File: src/rtl/rr_arb4.sv
// rtl/rr_arb4.sv - 4-way round-robin arbiter with registered one-hot grant (optional hold timeout: HOLD_TIMEOUT_EN)
module rr_arb4 #(
    parameter int MAX_HOLD = 8
) (
    input  logic       clock,
    input  logic       reset,
    input  logic [3:0] req,
    input  logic       en,
    output logic [3:0] gnt,
    output logic [1:0] owner,
    output logic       busy,
    output logic       req_up
);

    typedef enum logic {
        S_IDLE = 1'b0,
        S_BUSY = 1'b1
    } state_t;

    state_t      r_state;
    logic [3:0]  r_gnt;
    logic [1:0]  r_owner;
    logic        r_busy;

    state_t      w_next_state;
    logic [3:0]  w_next_gnt;
    logic [1:0]  w_next_owner;
    logic        w_release;
    logic [1:0]  w_winner;

    // The hold limit has to fit the 4-bit counter and leave room for at least two BUSY cycles.
    if (MAX_HOLD < 2 || MAX_HOLD > 15) begin : g_bad_max_hold
        $error("rr_arb4: MAX_HOLD must be in 2..15");
    end

    // Search downward starting just below the last owner, so the previous owner is tried last.
    function automatic logic [1:0] pick_winner(input logic [3:0] r, input logic [1:0] last);
        logic [1:0] idx;
        logic       found;
        pick_winner = last;
        found       = 1'b0;
        for (int k = 1; k <= 4; k++) begin
            idx = last - 2'(k);
            if (!found && r[idx]) begin
                pick_winner = idx;
                found       = 1'b1;
            end
        end
    endfunction

    assign w_winner = pick_winner(req, r_owner);

`ifdef HOLD_TIMEOUT_EN
    logic [3:0] r_hold_cnt;
    logic       w_timeout;

    assign w_timeout = (r_state == S_BUSY) && (r_hold_cnt == 4'(MAX_HOLD - 1));

    // Hold counter: zero on entry to BUSY, counts every BUSY cycle.
    always_ff @(posedge clock) begin
        if (reset) begin
            r_hold_cnt <= 4'd0;
        end else if (r_state == S_BUSY) begin
            r_hold_cnt <= r_hold_cnt + 4'd1;
        end else begin
            r_hold_cnt <= 4'd0;
        end
    end

    assign w_release = !en || !req[r_owner] || w_timeout;
`else
    assign w_release = !en || !req[r_owner];
`endif

    // Next-state logic: grant from IDLE on any enabled request, release from BUSY on drop/disable.
    always_comb begin
        w_next_state = r_state;
        w_next_gnt   = r_gnt;
        w_next_owner = r_owner;
        case (r_state)
            S_IDLE: begin
                w_next_gnt = 4'b0000;
                if (en && (req != 4'b0000)) begin
                    w_next_state = S_BUSY;
                    w_next_owner = w_winner;
                    w_next_gnt   = 4'b0001 << w_winner;
                end
            end
            S_BUSY: begin
                if (w_release) begin
                    w_next_state = S_IDLE;
                    w_next_gnt   = 4'b0000;
                end
            end
            default: begin
                w_next_state = S_IDLE;
                w_next_gnt   = 4'b0000;
            end
        endcase
    end

    // State and output registers; reset overrides everything else.
    always_ff @(posedge clock) begin
        if (reset) begin
            r_state <= S_IDLE;
            r_gnt   <= 4'b0000;
            r_owner <= 2'b00;
            r_busy  <= 1'b0;
        end else begin
            r_state <= w_next_state;
            r_gnt   <= w_next_gnt;
            r_owner <= w_next_owner;
            r_busy  <= (w_next_state == S_BUSY);
        end
    end

    assign gnt    = r_gnt;
    assign owner  = r_owner;
    assign busy   = r_busy;
    assign req_up = en & (|req);

endmodule

File: config.mk
export PLATFORM = sky130hd
export DESIGN_NAME = rr_arb4
export DESIGN_NICKNAME = d
export VERILOG_FILES = /design/src/rtl/rr_arb4.sv
export SDC_FILE = /design/constraint.sdc
export NUM_CORES = 1
export LEC_CHECK = 0
export ABC_CLOCK_PERIOD_IN_PS = 1600
export CAP_MARGIN = 20
export CORE_AREA = 2 2 39 41
export CTS_BUF_LIST = sky130_fd_sc_hd__clkbuf_2 sky130_fd_sc_hd__clkbuf_4 sky130_fd_sc_hd__clkbuf_8
export DETAILED_ROUTE_END_ITERATION = 8
export DIE_AREA = 0 0 41 43
export GPL_ROUTABILITY_DRIVEN = 0
export HOLD_SLACK_MARGIN = 0.08
export SLEW_MARGIN = 20
export SYNTH_ARGS = -nofsm -noshare
export SYNTH_HDL_FRONTEND = slang
export SYNTH_SLANG_ARGS = --single-unit
export TNS_END_PERCENT = 100
File: constraint.sdc
create_clock -name clock -period 1.6 [get_ports clock]
set_input_delay 0.4 -clock clock [delete_from_list [all_inputs] [get_ports clock]]
set_output_delay 0.4 -clock clock [all_outputs]
set_load 0.05 [all_outputs]
==> results.py, run 1 <==
metrics = {
    "status": {
        "run_status": "completed",
    },
    "setup_path": {
        "worst_setup_path_category": "reg2reg",
        "cpMaxStageDelayCell": "sky130_fd_sc_hd__dfxtp_4",
        "crit_end_element": "flop",
        "cpPeakStageDelay_ns": 0.36,
        "cp_max_fo": 4,
        "worst_ep_arrival_time_ns": 1.67,
        "worstSetupStartpointType": "flop",
        "path_cells": "mux2_4, a222oi_1, buf_4, inv_2, a32o_1",
        "worst-endpoint-required_ns": 1.74,
    },
    "cts": {
        "max-clock-path-buffers": 2,
        "htreeDepth": 1,
        "clock_insertion_delay_worst_skew_ns": 0.24,
        "clock_tree_from_tritoncts": "built",
        "clk_pin_slew_worst_paths_ns": 0.05,
        "clock-sinks": 7,
        "clk_root_buffer_cell": "sky130_fd_sc_hd__clkbuf_4",
        "numCtsBuffers": 3,
    },
    "synthesis": {
        "yosysWarnings": 0,
        "syn-instance-count": 39,
        "syn_nets": 46,
        "post_synth_fa_ha_maj_area_fraction_pct": 0,
        "synth-seq-cells": 7,
        "seq_area_frac_synth_pct": 37.5,
        "yosys.area_share.simple_pct": 15.7,
        "synth_compound_gate_area_share_pct": 29.8,
        "synth_mux_area_share_pct": 11.0,
        "synthDistinctLibCells": 20,
        "synth_area_um2": 374,
        "synth-xor-area-share_pct": 0,
        "synth_area_per_cell_um2": 9.59,
        "largest_family_of_logic_cells_by_synthesized_area": "compound AO/OA/AOI/OAI gates",
    },
    "die": {
        "die-height_um": 43,
        "design.die.area_um2": 1760,
        "top_level_pins": 15,
        "fp.coreArea_um2": 1380,
        "die_x_um": 41,
        "num_rows": 14,
        "floorplan.initialDensity_pct": 27.0,
    },
    "power_and_ir_drop": {
        "max-vdd-ir-drop_v": 0.000343,
        "post-layout-total-power_w": 0.000588,
        "total_leakage_power_nw": 0.308,
        "power.density_cell_area_nw_per_um2": 818,
    },
    "hold_path": {
        "worst_min_delay_path_category": "reg2reg",
    },
    "layout": {
        "area.sequential_um2": 144,
        "synthToLayoutAreaGrowth_pct": 92.3,
        "finalNetCount": 74,
        "instances_no_fill": 82,
        "layout.cells.most_common_list": "9 x sky130_fd_sc_hd__buf_4, 7 x sky130_fd_sc_hd__buf_12, 6 x sky130_fd_sc_hd__dfxtp_1, 4 x sky130_fd_sc_hd__a32o_1, 4 x sky130_fd_sc_hd__clkbuf_4",
        "finish.instance_area_um2": 719,
        "ratio_of_cells_with_drive_above_1_in_the_final_layout_pct": 48.5,
        "commonest_non_fill_non_tap_cell_in_the_layout": "sky130_fd_sc_hd__buf_4",
        "area_of_the_multi_input_gates_um2": 235,
        "nFillCells": 126,
        "diodes": 0,
    },
    "sta": {
        "worst_slew_margin_relative_to_its_limit_pct": 80.0,
        "worst-slew-pin-transition_ns": 0.299,
        "final_hold_fails": 0,
        "final-setup-viol-count": 0,
        "rsz0062_at_grt": "yes",
        "finalCritPeriodShare_pct": 96.1,
        "max_frequency_ghz": 0.650,
        "slew_viol_final": 0,
        "fin_crit_ns": 1.54,
        "timing.clock.skew_ns": 0.00409,
    },
    "place": {
        "detailedPlacementHpwl_um": 779,
        "number_of_cells_after_detailed_placement": 76,
        "buffer_ports.inserted": 14,
        "placedInstanceArea_um2": 662,
    },
    "route": {
        "wl_met1_um": 428,
        "route.detailed.vias_per_inst": 5.15,
        "drtIter0Drc": 28,
        "top_layer_used": "met3",
        "dr_wl_met3_um": 51,
        "post_drt_wl_per_cell_um": 12.1,
        "detailroute.wirelength.met2_um": 516,
        "route.vias.total": 422,
        "finalWirelength_um": 995,
        "antenna_left": 0,
        "detail_route.drc_violations": 0,
        "firstDrtPassIters": 4,
    },
    "run": {
        "max-cap-violations": 0,
    },
    "global_route": {
        "grt_util_all_layers_pct": 13.2,
        "grt_antenna_before_repair": 0,
        "vias_in_the_first_global_route": 378,
        "grt_pass1_wl_um": 1580,
        "grt_max_degree": 9,
        "grt.overflow.total": 0,
    },
}
power by group:
group          switching (W)  internal (W)
combinational       0.000107      0.000107
clock              0.0000611      0.000112
sequential         0.0000148      0.000186
cell type report:
type,count,share of cell area (%)
Tap cell,16,2.78
Multi-Input combinational cell,28,32.7
Clock buffer,4,4.17
Inverter,3,1.57
Timing Repair Buffer,24,38.8
Sequential cell,7,20.0
critical path, delay by kind of cell (launching register included):
kind            cells  cell delay [ns]
compound gates      2             0.53
flops               1             0.36
mux                 1             0.29
buf+inv             2             0.24
layer usage:
metal / vias up / track usage (%)
met5: - / 0
met2: 15 / 17.8
met1: 196 / 18.2
met4: 0 / 8.00
met3: 0 / 3.14
li1: 211 / -
cells by family (layout without fill, tap and decap cells):
kind of cell,Yosys count,in the layout
AOI/OAI and AO/OA,15,15
muxes,2,2
DFF,7,7
buffers and inverters,4,31
and+or+nand+nor,11,11
synthesized netlist by cell type:
master / number / area, um2
sky130_fd_sc_hd__o41ai_1: 1 / 8.76
sky130_fd_sc_hd__a21oi_1: 2 / 10.0
sky130_fd_sc_hd__o2bb2ai_1: 1 / 8.76
sky130_fd_sc_hd__mux2_4: 1 / 15.0
sky130_fd_sc_hd__a222oi_1: 1 / 10.0
sky130_fd_sc_hd__buf_6: 1 / 11.3
sky130_fd_sc_hd__a32o_1: 4 / 40.0
sky130_fd_sc_hd__nor2b_1: 1 / 6.26
sky130_fd_sc_hd__and4b_1: 1 / 10.0
sky130_fd_sc_hd__nand3b_1: 1 / 7.51
sky130_fd_sc_hd__mux4_1: 1 / 26.3
sky130_fd_sc_hd__nand2_1: 2 / 7.51
sky130_fd_sc_hd__o21ai_0: 3 / 15.0
sky130_fd_sc_hd__dfxtp_1: 7 / 140
sky130_fd_sc_hd__inv_1: 2 / 7.51
sky130_fd_sc_hd__nor2_1: 3 / 11.3
sky130_fd_sc_hd__inv_2: 1 / 3.75
sky130_fd_sc_hd__nand2b_1: 1 / 6.26
sky130_fd_sc_hd__nor3_1: 2 / 10.0
sky130_fd_sc_hd__a31oi_1: 3 / 18.8
sequential cells by signal, summed over array words and instances (netlist names):
register and cells:
gnt 4, owner 2, busy 1
metrics by stage:
step	util (%)	hold slack (ns)	setup TNS, ns	setup slack (ns)
2_1_floorplan	-	0.459	-0.438	-0.152
3_3_place_gp	47.8	0.530	-2.68	-0.422
3_5_place_dp	47.8	0.531	-2.72	-0.439
4_1_cts	52.6	0.543	0	0.00416
5_1_grt	52.0	0.564	-0.0235	-0.0137
6_report	52.0	0.537	0	0.0616
path summary, 6_finish.rpt:
check / startpoint / to / slack, ns / cells past startpoint
worst max-delay path: owner[1]$_SDFFE_PP0P_ / gnt[2]$_SDFFE_PP0P_ / 0.06 / 5
worst min-delay path: gnt[0]$_SDFFE_PP0P_ / gnt[0]$_SDFFE_PP0P_ / 0.54 / 1
worst max register to register: owner[1]$_SDFFE_PP0P_ / gnt[2]$_SDFFE_PP0P_ / 0.06 / 5
worst min register to register: gnt[0]$_SDFFE_PP0P_ / gnt[0]$_SDFFE_PP0P_ / 0.54 / 1
what timing repair did:
item / in CTS / in global routing
buffers inserted: 2 / 0
hold buffers: 0 / 0
pin swaps: 1 / 1
endpoints found under the setup margin: 7 / 3
gates resized for setup: 18 / 3
Note: power is estimated with default switching activity, not from simulation.
==> run 2: changes to the inputs <==
TNS_END_PERCENT = 10   (was 100)
==> results.py, run 2 (synthesis gave the netlist of run 1 again) <==
metrics = {
    "status": {
        "run_status": "completed",
    },
    "layout": {
        "area_of_the_multi_input_gates_um2": 230,
        "finish.instance_area_um2": 688,
        "diodes": 0,
        "finalNetCount": 72,
        "commonest_non_fill_non_tap_cell_in_the_layout": "sky130_fd_sc_hd__buf_4",
        "largest_reg_flops": 4,
        "synthToLayoutAreaGrowth_pct": 83.9,
        "nFillCells": 144,
        "ratio_of_cells_with_drive_above_1_in_the_final_layout_pct": 43.8,
        "instances_no_fill": 80,
        "area.sequential_um2": 144,
        "layout.cells.most_common_list": "8 x sky130_fd_sc_hd__buf_4, 7 x sky130_fd_sc_hd__buf_12, 6 x sky130_fd_sc_hd__dfxtp_1, 5 x sky130_fd_sc_hd__clkbuf_4, 4 x sky130_fd_sc_hd__a32o_1",
    },
    "global_route": {
        "grt_pass1_wl_um": 1640,
        "grt.overflow.total": 0,
        "vias_in_the_first_global_route": 375,
        "grt_antenna_before_repair": 0,
        "grt_util_all_layers_pct": 14.4,
        "grt_max_degree": 9,
    },
    "power_and_ir_drop": {
        "post-layout-total-power_w": 0.000586,
        "power.density_cell_area_nw_per_um2": 852,
        "total_leakage_power_nw": 0.293,
        "max-vdd-ir-drop_v": 0.000453,
    },
    "sta": {
        "timing.clock.skew_ns": 0.00522,
        "final_hold_fails": 0,
        "worst-slew-pin-transition_ns": 0.446,
        "slew_viol_final": 0,
        "finalCritPeriodShare_pct": 97.3,
        "worst_slew_margin_relative_to_its_limit_pct": 70.0,
        "max_frequency_ghz": 0.642,
        "holdWs_ns": 0.533,
        "final-setup-viol-count": 0,
        "fin_crit_ns": 1.56,
    },
    "die": {
        "fp.coreArea_um2": 1380,
        "die_x_um": 41,
        "top_level_pins": 15,
        "floorplan.initialDensity_pct": 27.0,
        "design.die.area_um2": 1760,
        "num_rows": 14,
        "die-height_um": 43,
    },
    "route": {
        "route.vias.total": 423,
        "firstDrtPassIters": 4,
        "detail_route.drc_violations": 0,
        "antenna_left": 0,
        "route.detailed.vias_per_inst": 5.29,
        "drtIter0Drc": 17,
        "post_drt_wl_per_cell_um": 12.0,
        "finalWirelength_um": 959,
    },
    "setup_path": {
        "crit_end_element": "output pin",
        "worst_ep_arrival_time_ns": 1.16,
        "worstSetupStartpointType": "input pin",
        "cpMaxStageDelayCell": "sky130_fd_sc_hd__o41ai_4",
        "path_cells": "clkbuf_4, o41ai_4, inv_1, buf_6",
        "worst-endpoint-required_ns": 1.20,
        "path_buf_inv": 3,
        "crit_cells": 4,
        "timing.critical_path.max_delay_family": "buffers and inverters",
        "worst_setup_path_category": "in2out",
        "cp_max_fo": 6,
        "reg2reg_depth": 3,
        "cpPeakStageDelay_ns": 0.35,
    },
    "place": {
        "buffer_ports.inserted": 14,
        "number_of_cells_after_detailed_placement": 75,
        "detailedPlacementHpwl_um": 676,
        "placedInstanceArea_um2": 647,
    },
    "hold_path": {
        "timing.hold.worst_path_depth": 1,
        "worst_min_delay_path_category": "reg2reg",
    },
    "cts": {
        "hold_buffers_post_cts": 0,
        "clock_tree_from_tritoncts": "built",
        "clock_insertion_delay_worst_skew_ns": 0.26,
        "numCtsBuffers": 3,
        "clk_pin_slew_worst_paths_ns": 0.05,
        "clk_root_buffer_cell": "sky130_fd_sc_hd__clkbuf_4",
        "htreeDepth": 1,
        "clock-sinks": 7,
        "max-clock-path-buffers": 2,
    },
    "run": {
        "max-cap-violations": 0,
    },
}
run 2: changes by cell type in the layout (fill, tap and decap cells not counted):
cell	delta
sky130_fd_sc_hd__buf_2	+2
sky130_fd_sc_hd__buf_4	-1
sky130_fd_sc_hd__buf_6	-1
sky130_fd_sc_hd__buf_8	-1
sky130_fd_sc_hd__clkbuf_2	-2
sky130_fd_sc_hd__clkbuf_4	+1
sky130_fd_sc_hd__inv_1	+1
sky130_fd_sc_hd__inv_2	-1
sky130_fd_sc_hd__nor3_1	+1
sky130_fd_sc_hd__nor3_2	-1
run 2: final timing paths:
kind	startpoint	slack (ns)	to
worst max-delay path	req[2]	0.04	req_up
worst min-delay path	gnt[3]$_SDFFE_PP0P_	0.53	gnt[3]$_SDFFE_PP0P_
worst max register to register	owner[1]$_SDFFE_PP0P_	0.07	gnt[1]$_SDFFE_PP0P_
worst min register to register	gnt[3]$_SDFFE_PP0P_	0.53	gnt[3]$_SDFFE_PP0P_
run 2: power breakdown:
part           internal (W)  total, W  switching [W]
Sequential         0.000186  0.000204      0.0000185
Combinational      0.000102  0.000202      0.0000999
Clock              0.000112  0.000180      0.0000675
run 2: per-layer routing:
metal  vias up  part of all wire [%]  GRT usage [%]
li1        207                     -              -
met1       197                    46           19.0
met2        15                    43           16.9
met3         4                   7.6           8.38
met4         0                   3.0           10.0
met5         -                     0              0
run 2: cell type report:
| class | instances | share of cell area (%) |
|---|---|---|
| clock buffers | 4 | 4.36 |
| multi-input cells | 28 | 33.5 |
| flip-flops and latches | 7 | 20.9 |
| inverters | 3 | 1.64 |
| repair buffers | 22 | 36.7 |
| well taps | 16 | 2.91 |
run 2: metrics by stage:
stage	utilization (%)	setup slack, ns	TNS [ns]
after floorplan	-	-0.152	-0.589
after global placement	46.7	-0.463	-3.09
after detailed placement	46.7	-0.443	-3.02
after CTS	49.5	0.00124	0
after global routing	49.7	-0.00146	-0.00146
final	49.7	0.0433	0
run 2: worst reg2reg max path, stage by stage (launching register included):
cell and delay [ns]:
sky130_fd_sc_hd__dfxtp_4 0.38, sky130_fd_sc_hd__mux4_1 0.58, sky130_fd_sc_hd__and4b_1 0.25, sky130_fd_sc_hd__a32o_1 0.21
run 2: timing repair:
action | in CTS | in global routing
buffers inserted | 0 | 1
setup endpoints to repair | 8 | 3
gates resized for setup | 15 | 6
pin swaps | 1 | 1
==> run 3: changes to the inputs <==
ABC_AREA = 1   (was not set)
CORE_AREA = 2 2 40 42   (was 2 2 39 41)
DIE_AREA = 0 0 42 44   (was 0 0 41 43)
PLACE_DENSITY = 0.73   (was not set)
==> results.py, run 3 <==
metrics = {
    "hold_path": {
        "timing.hold.worst_path_depth": 2,
        "worst_min_delay_path_category": "reg2reg",
        "hold_path_startpoint": "gnt[1]$_SDFFE_PP0P_",
        "min_delay_worst_endpoint": "gnt[1]$_SDFFE_PP0P_",
    },
    "route": {
        "top_layer_used": "met3",
        "antenna_left": 0,
        "route.detailed.vias_per_inst": 4.94,
        "detailroute.wirelength.met2_um": 842,
        "route.vias.total": 697,
        "finalWirelength_um": 1560,
        "firstDrtPassIters": 4,
        "detail_route.drc_violations": 0,
        "wl_met1_um": 663,
        "drtIter0Drc": 14,
        "dr_wl_met3_um": 57,
        "post_drt_wl_per_cell_um": 11.1,
    },
    "global_route": {
        "grt_util_all_layers_pct": 17.7,
        "grt_max_degree": 12,
        "vias_in_the_first_global_route": 624,
        "grt_pass1_wl_um": 2500,
        "grt.overflow.total": 0,
        "grt_antenna_before_repair": 0,
    },
    "sta": {
        "final_hold_fails": 0,
        "slew_viol_final": 0,
        "max_frequency_ghz": 0.661,
        "fin_crit_ns": 1.51,
        "final-setup-viol-count": 0,
        "holdWs_ns": 0.504,
        "finalCritPeriodShare_pct": 94.6,
        "worst_slew_margin_relative_to_its_limit_pct": 82.4,
        "worst-slew-pin-transition_ns": 0.264,
        "timing.clock.skew_ns": 0.000756,
        "rsz0062_at_grt": "yes",
    },
    "power_and_ir_drop": {
        "power.density_cell_area_nw_per_um2": 1030,
        "intPower_w": 0.000534,
        "clock_share_of_power_pct": 18.6,
        "swShare_pct": 45.0,
        "total_leakage_power_nw": 0.481,
        "max-vdd-ir-drop_v": 0.000718,
        "combinational_group_share_of_total_power_pct": 57.4,
        "netSwitchingPower_w": 0.000437,
        "p_seq_share_pct": 23.9,
    },
    "die": {
        "die_x_um": 42,
        "top_level_pins": 15,
        "num_rows": 14,
        "design.die.area_um2": 1850,
        "die-height_um": 44,
        "fp.coreArea_um2": 1420,
        "floorplan.initialDensity_pct": 42.2,
    },
    "layout": {
        "ratio_of_cells_with_drive_above_1_in_the_final_layout_pct": 39.2,
        "diodes": 0,
        "area.sequential_um2": 148,
        "synthToLayoutAreaGrowth_pct": 57.1,
        "area_of_the_multi_input_gates_um2": 418,
        "commonest_non_fill_non_tap_cell_in_the_layout": "sky130_fd_sc_hd__nand2_1",
        "layout.cells.most_common_list": "39 x sky130_fd_sc_hd__nand2_1, 10 x sky130_fd_sc_hd__nand2_2, 10 x sky130_fd_sc_hd__nand3_1, 8 x sky130_fd_sc_hd__buf_4, 7 x sky130_fd_sc_hd__buf_12",
        "finish.instance_area_um2": 940,
        "largest_reg_flops": 4,
        "nFillCells": 132,
        "finalNetCount": 133,
    },
    "status": {
        "run_status": "completed",
    },
    "cts": {
        "clk_pin_slew_worst_paths_ns": 0.05,
        "hold_buffers_post_cts": 0,
        "max-clock-path-buffers": 2,
        "clock-sinks": 7,
        "htreeDepth": 1,
        "clock_tree_from_tritoncts": "built",
        "clk_root_buffer_cell": "sky130_fd_sc_hd__clkbuf_4",
        "numCtsBuffers": 3,
        "clock_insertion_delay_worst_skew_ns": 0.25,
    },
    "setup_path": {
        "timing.critical_path.max_delay_family": "buffers and inverters",
        "worst_ep_arrival_time_ns": 1.11,
        "worstSetupStartpointType": "input pin",
        "ff2ff_setup_slack_ns": 0.10,
        "crit-reg2reg-launch": "owner[0]$_SDFFE_PP0P_",
        "crit_end_element": "output pin",
        "path_cells": "clkdlybuf4s15_1, inv_1, nand2_2, o21ai_2, inv_1, buf_6",
        "rr_endpoint": "owner[1]$_SDFFE_PP0P_",
        "worst_setup_path_category": "in2out",
        "cpMaxStageDelayCell": "sky130_fd_sc_hd__clkdlybuf4s15_1",
        "worst-endpoint-required_ns": 1.20,
        "cp_max_fo": 3,
        "path_buf_inv": 4,
        "critical_path.most_common_cell": "sky130_fd_sc_hd__inv_1",
        "reg2reg_depth": 10,
        "cpPeakStageDelay_ns": 0.19,
    },
    "synthesis": {
        "synth_mux_area_share_pct": 0,
        "yosysTopAreaCellShare_pct": 26.4,
        "largest_family_of_logic_cells_by_synthesized_area": "simple AND/OR/NAND/NOR gates",
        "synthArstFlopShare_pct": 0,
        "synth_area_um2": 598,
        "synthDistinctLibCells": 18,
        "post_synth_main_area_contributors": "sky130_fd_sc_hd__nand2_1 26%, sky130_fd_sc_hd__dfxtp_1 23%, sky130_fd_sc_hd__nand3_1 8.4%",
        "yosys.area.top_type": "sky130_fd_sc_hd__nand2_1",
        "syn_nets": 106,
        "syn-instance-count": 99,
        "post_synth_fa_ha_maj_area_fraction_pct": 0,
        "yosysWarnings": 0,
        "seq_area_frac_synth_pct": 23.4,
        "synthTopCellsByCount": "42 x sky130_fd_sc_hd__nand2_1, 10 x sky130_fd_sc_hd__nand3_1, 7 x sky130_fd_sc_hd__a21oi_1, 7 x sky130_fd_sc_hd__dfxtp_1, 7 x sky130_fd_sc_hd__nand2_2",
        "synth_compound_gate_area_share_pct": 9.21,
        "yosys.area_share.simple_pct": 57.5,
        "dominantRegCellSynth": "sky130_fd_sc_hd__dfxtp_1",
        "synth-xor-area-share_pct": 0,
        "synth_edf_count": 0,
        "synth-seq-cells": 7,
        "yosysMostFrequentCell": "sky130_fd_sc_hd__nand2_1",
        "synth_area_per_cell_um2": 6.04,
    },
    "place": {
        "detailedPlacementHpwl_um": 1100,
        "placedInstanceArea_um2": 857,
        "buffer_ports.inserted": 14,
    },
    "run": {
        "max-cap-violations": 0,
    },
}
-- run 3: worst max path at each step --
stage | slack (ns) | from | cells after the start | to
after CTS | 0.03 | en | 4 | req_up
after global routing | -0.04 | owner[0]$_SDFFE_PP0P_ | 12 | owner[1]$_SDFFE_PP0P_
final | 0.09 | req[2] | 6 | req_up
after global placement | -0.28 | req[1] | 12 | owner[1]$_SDFFE_PP0P_
after floorplan | 0.08 | owner[0]$_SDFFE_PP0P_ | 12 | owner[1]$_SDFFE_PP0P_
after detailed placement | -0.32 | req[1] | 12 | owner[1]$_SDFFE_PP0P_
-- run 3: power groups by stage --
stage          registers (W)  logic, W  clock network, W
2_1_floorplan       0.000282  0.000303                 0
3_5_place_dp        0.000239  0.000518                 0
6_report            0.000232  0.000558          0.000181
4_1_cts             0.000235  0.000521          0.000183
3_3_place_gp        0.000238  0.000506                 0
5_1_grt             0.000235  0.000611          0.000200
-- run 3: metrics by stage --
step,setup TNS [ns],instances,utilization [%],total power (W),worst slack [ns]
detailed placement,-2.09,133,60.4,0.000757,-0.325
CTS,0,137,63.1,0.000939,0.0264
floorplan,0,99,-,0.000585,0.0760
global placement,-1.86,133,60.4,0.000744,-0.280
global route,-0.0660,141,66.2,0.00105,-0.0377
finish,0,141,66.2,0.000971,0.0869
-- run 3: cells by family after synthesis --
logic type	after synthesis
AND/OR/NAND/NOR	70
AO/OA/AOI/OAI	11
buffers and inverters	11
flip-flops	7
-- run 3: cell type report --
class                   instances  area share (%)
repair buffers                 23            29.2
multi-input cells              81            44.5
clock buffers                   4            3.20
inverters                      10            5.33
flip-flops and latches          7            15.7
well taps                      16            2.13
-- run 3: worst reg2reg max path: stages (launching register included) --
cell and delay, ns:
sky130_fd_sc_hd__dfxtp_4 0.41, sky130_fd_sc_hd__buf_4 0.13, sky130_fd_sc_hd__nand2_1 0.07, sky130_fd_sc_hd__nand3_1 0.09
sky130_fd_sc_hd__nand2_1 0.13, sky130_fd_sc_hd__o21ai_2 0.19, sky130_fd_sc_hd__nand2_1 0.08, sky130_fd_sc_hd__nand2_1 0.07
sky130_fd_sc_hd__nand2_2 0.06, sky130_fd_sc_hd__o21ai_1 0.11, sky130_fd_sc_hd__inv_1 0.04
-- run 3: timing repair --
item | 4_1_cts | 5_1_grt
pin swaps | 0 | 3
setup buffers | 0 | 4
gates resized for setup | 9 | 15
setup endpoints to repair | 6 | 6
-- run 3: metal layers --
layer / up-vias / track usage, %
li1: 369 / -
met1: 312 / 20.2
met2: 16 / 33.4
met3: 0 / 5.42
met4: 0 / 1.94
met5: - / 0
==> RTL edit (settings of run 2) <==
Add a define of `HOLD_TIMEOUT_EN`.
--- a/src/rtl/rr_arb4.sv
+++ b/src/rtl/rr_arb4.sv
@@ -1,4 +1,6 @@
 // rtl/rr_arb4.sv - 4-way round-robin arbiter with registered one-hot grant (optional hold timeout: HOLD_TIMEOUT_EN)
+`define HOLD_TIMEOUT_EN
+
 module rr_arb4 #(
     parameter int MAX_HOLD = 8
 ) (
Behaviour: not the same (Yosys sat finds a counterexample within 10 cycles, from zero or initial values and one cycle with reset high).
==> RTL edit against run 2 <==
- area after synthesis is 51% higher
- count of clock-buffer cells in the layout stayed put
- die area stayed put
- worst setup slack worse by 24 ps
- core utilization is 13 points higher
- sequential share of layout area is 5.2 points higher
- routed wire length is 25% higher
- worst hold slack worse by 77 ps
- total power is 24% higher
- sequential cell count is 4 higher
- clock power is 17% higher
- design area is 25% higher
- largest power group unchanged
==> RTL edit: results (changes against run 2) <==
Clock tree
  • H-tree levels: 1 (unchanged)
  • Worst-Skew Late Latency: 270 ps
  • CTS clk-pin slew, worst paths: 70 ps (+20 ps)
  • Clk root buf: clkbuf_4

Timing
  • Worst Tran Pin Value: 413.0 ps (-33.48 ps)
  • Fin Clk Skew: 2.674 ps (-2.549 ps)
  • Fmax: 0.6326 GHz (-1.5%)

Placed design
  • Post-place setup slack: -476.3 ps (-33.69 ps)
  • Placed Area: 828.3 µm² (+28%)
  • Post-DP HPWL: 950.3 µm (+41%)

Drt
  • Drt first-iter violations: 6 (-11)
  • Average via count per standard cell: 5.340 (+1.0%)
  • WL/cell: 12.38 µm (+3.3%)
  • Metal3 WL: 60 µm (-18%)
  • DR top layer: met4
  • WL met1: 511 µm (+16%)
  • Metal2 WL: 601 µm (+45%)

Synth
  • Mux cell area share after synthesis: 0.09111 (-0.01926)
  • Synth Area in Compound Gates: 0.1933 (-0.1043)
  • Synth Area in Adders: 0.02222 (+0.02222)
  • Post-Synth XOR/XNOR Area: 0.03111 (+0.03111)
  • Register area share after synthesis: 0.3911 (+0.01653)
  • Syn nets: 67 (+46%)
  • Yosys warns: 0 (unchanged)
  • Post-synthesis cell type count: 30 (+50%)
  • Dominant cells by area after synthesis: dfxtp_1 39%, mux4_1 4.7%, nor2_1 4.7%
  • Seq cells post-synth: 11 (+4)
  • List of most frequent post-synthesis cells: 11 x dfxtp_1, 7 x nor2_1, 6 x nand2_1

Critical path
  • Critical path peak fanout: 5 (-1)
  • Crit-path max cell delay: 280 ps (-70 ps)
  • Slowest-stage cell, CP: dlygate4sd2_1

Status
  • Status: finished, final reports clean

Min path
  • Worst Hold Class: reg2reg

Layout
  • Non-Clock Buffer Area Fraction: 0.3004 (-0.06684)
  • Ratio of cells with drive above 1 in the final layout: 0.3704 (-0.06713)
  • Clock-cell share of area: 0.03483 (-0.008803)
  • Fill cell count: 120 (-17%)
  • Nets: 90 (+25%)
  • Seq/total area: 0.2612 (+0.05216)
  • Multi-input combinational area share: 0.3672 (+0.03265)
  • #MultiIn Comb: 41 (+46%)

Global routing
  • Antenna violations before repair: 0 (unchanged)
  • Met2 Track Usage GR: 0.2781 (+0.1094)
  • Largest net degree at the start of global routing: 10 (+1)
  • All-Layer GR Usage: 0.1781 (+0.03384)
  • Most used routing layer: met2
  • Number of global-route vias before repair: 517 (+38%)
  • Grt met1 use: 0.2145 (+0.02498)
  • Met3 GRT Util: 0.06806 (-0.01571)
  • First-pass GRT wire length: 2.125 mm (+29%)

Pwr
  • LEAKAGE: 0.3597 nW (+23%)
  • Worst IR Drop VDD: 0.6858 mV (+51%)
## RTL edit: cell types whose count changed after synthesis, moves of 2 or more
| cell | before | now |
|---|---|---|
| nor2_1 | 3 | 7 |
| a32o_1 | 4 | 2 |
| dfxtp_1 | 7 | 11 |
| clkbuf_1 | 0 | 2 |
| nand2_1 | 2 | 6 |
| o21ai_0 | 3 | 1 |
## RTL edit: final timing paths
path / startpoint / end / slack [ps] / cells past startpoint
worst min-delay path: r_hold_cnt[0] / r_hold_cnt[0] / 460 / 1
worst max-delay path: req[0] / req_up / 20 / 4
worst min register to register: r_hold_cnt[0] / r_hold_cnt[0] / 460 / 1
worst max register to register: r_hold_cnt[0] / gnt[2] / 140 / 5
## RTL edit: logic make-up (layout without fill, tap and decap cells)
family                     count (synthesis)  after routing
buffers and inverters                      7             29
muxes                                      3              3
adders and majority gates                  1              1
AOI/OAI and AO/OA                         13             13
DFF                                       11             11
and+or+nand+nor                           22             22
xor gates and xnor gates                   2              2
## RTL edit: metrics by stage
stage | cells | TNS [ps] | utilization
after floorplan | 59 | -11.90 | -
after global placement | 93 | -3219 | 0.5986
after detailed placement | 93 | -3089 | 0.5986
after CTS | 97 | 0 | 0.6193
after global routing | 97 | -44.78 | 0.6230
final | 97 | 0 | 0.6230
## RTL edit: repair_timing
action / in CTS / in global routing
resized for setup: 14 / 1
endpoints found under the setup margin: 7 / 2
pin swaps: 1 / 0
gates cloned: 0 / 0
## RTL edit: power breakdown
| group | internal, mW | leakage (nW) | switching [mW] |
|---|---|---|---|
| registers | 0.287 | 0.0906 | 0.0195 |
| logic | 0.106 | 0.251 | 0.106 |
| clock network | 0.113 | 0.0184 | 0.0962 |
| total | 0.507 | 0.360 | 0.222 |
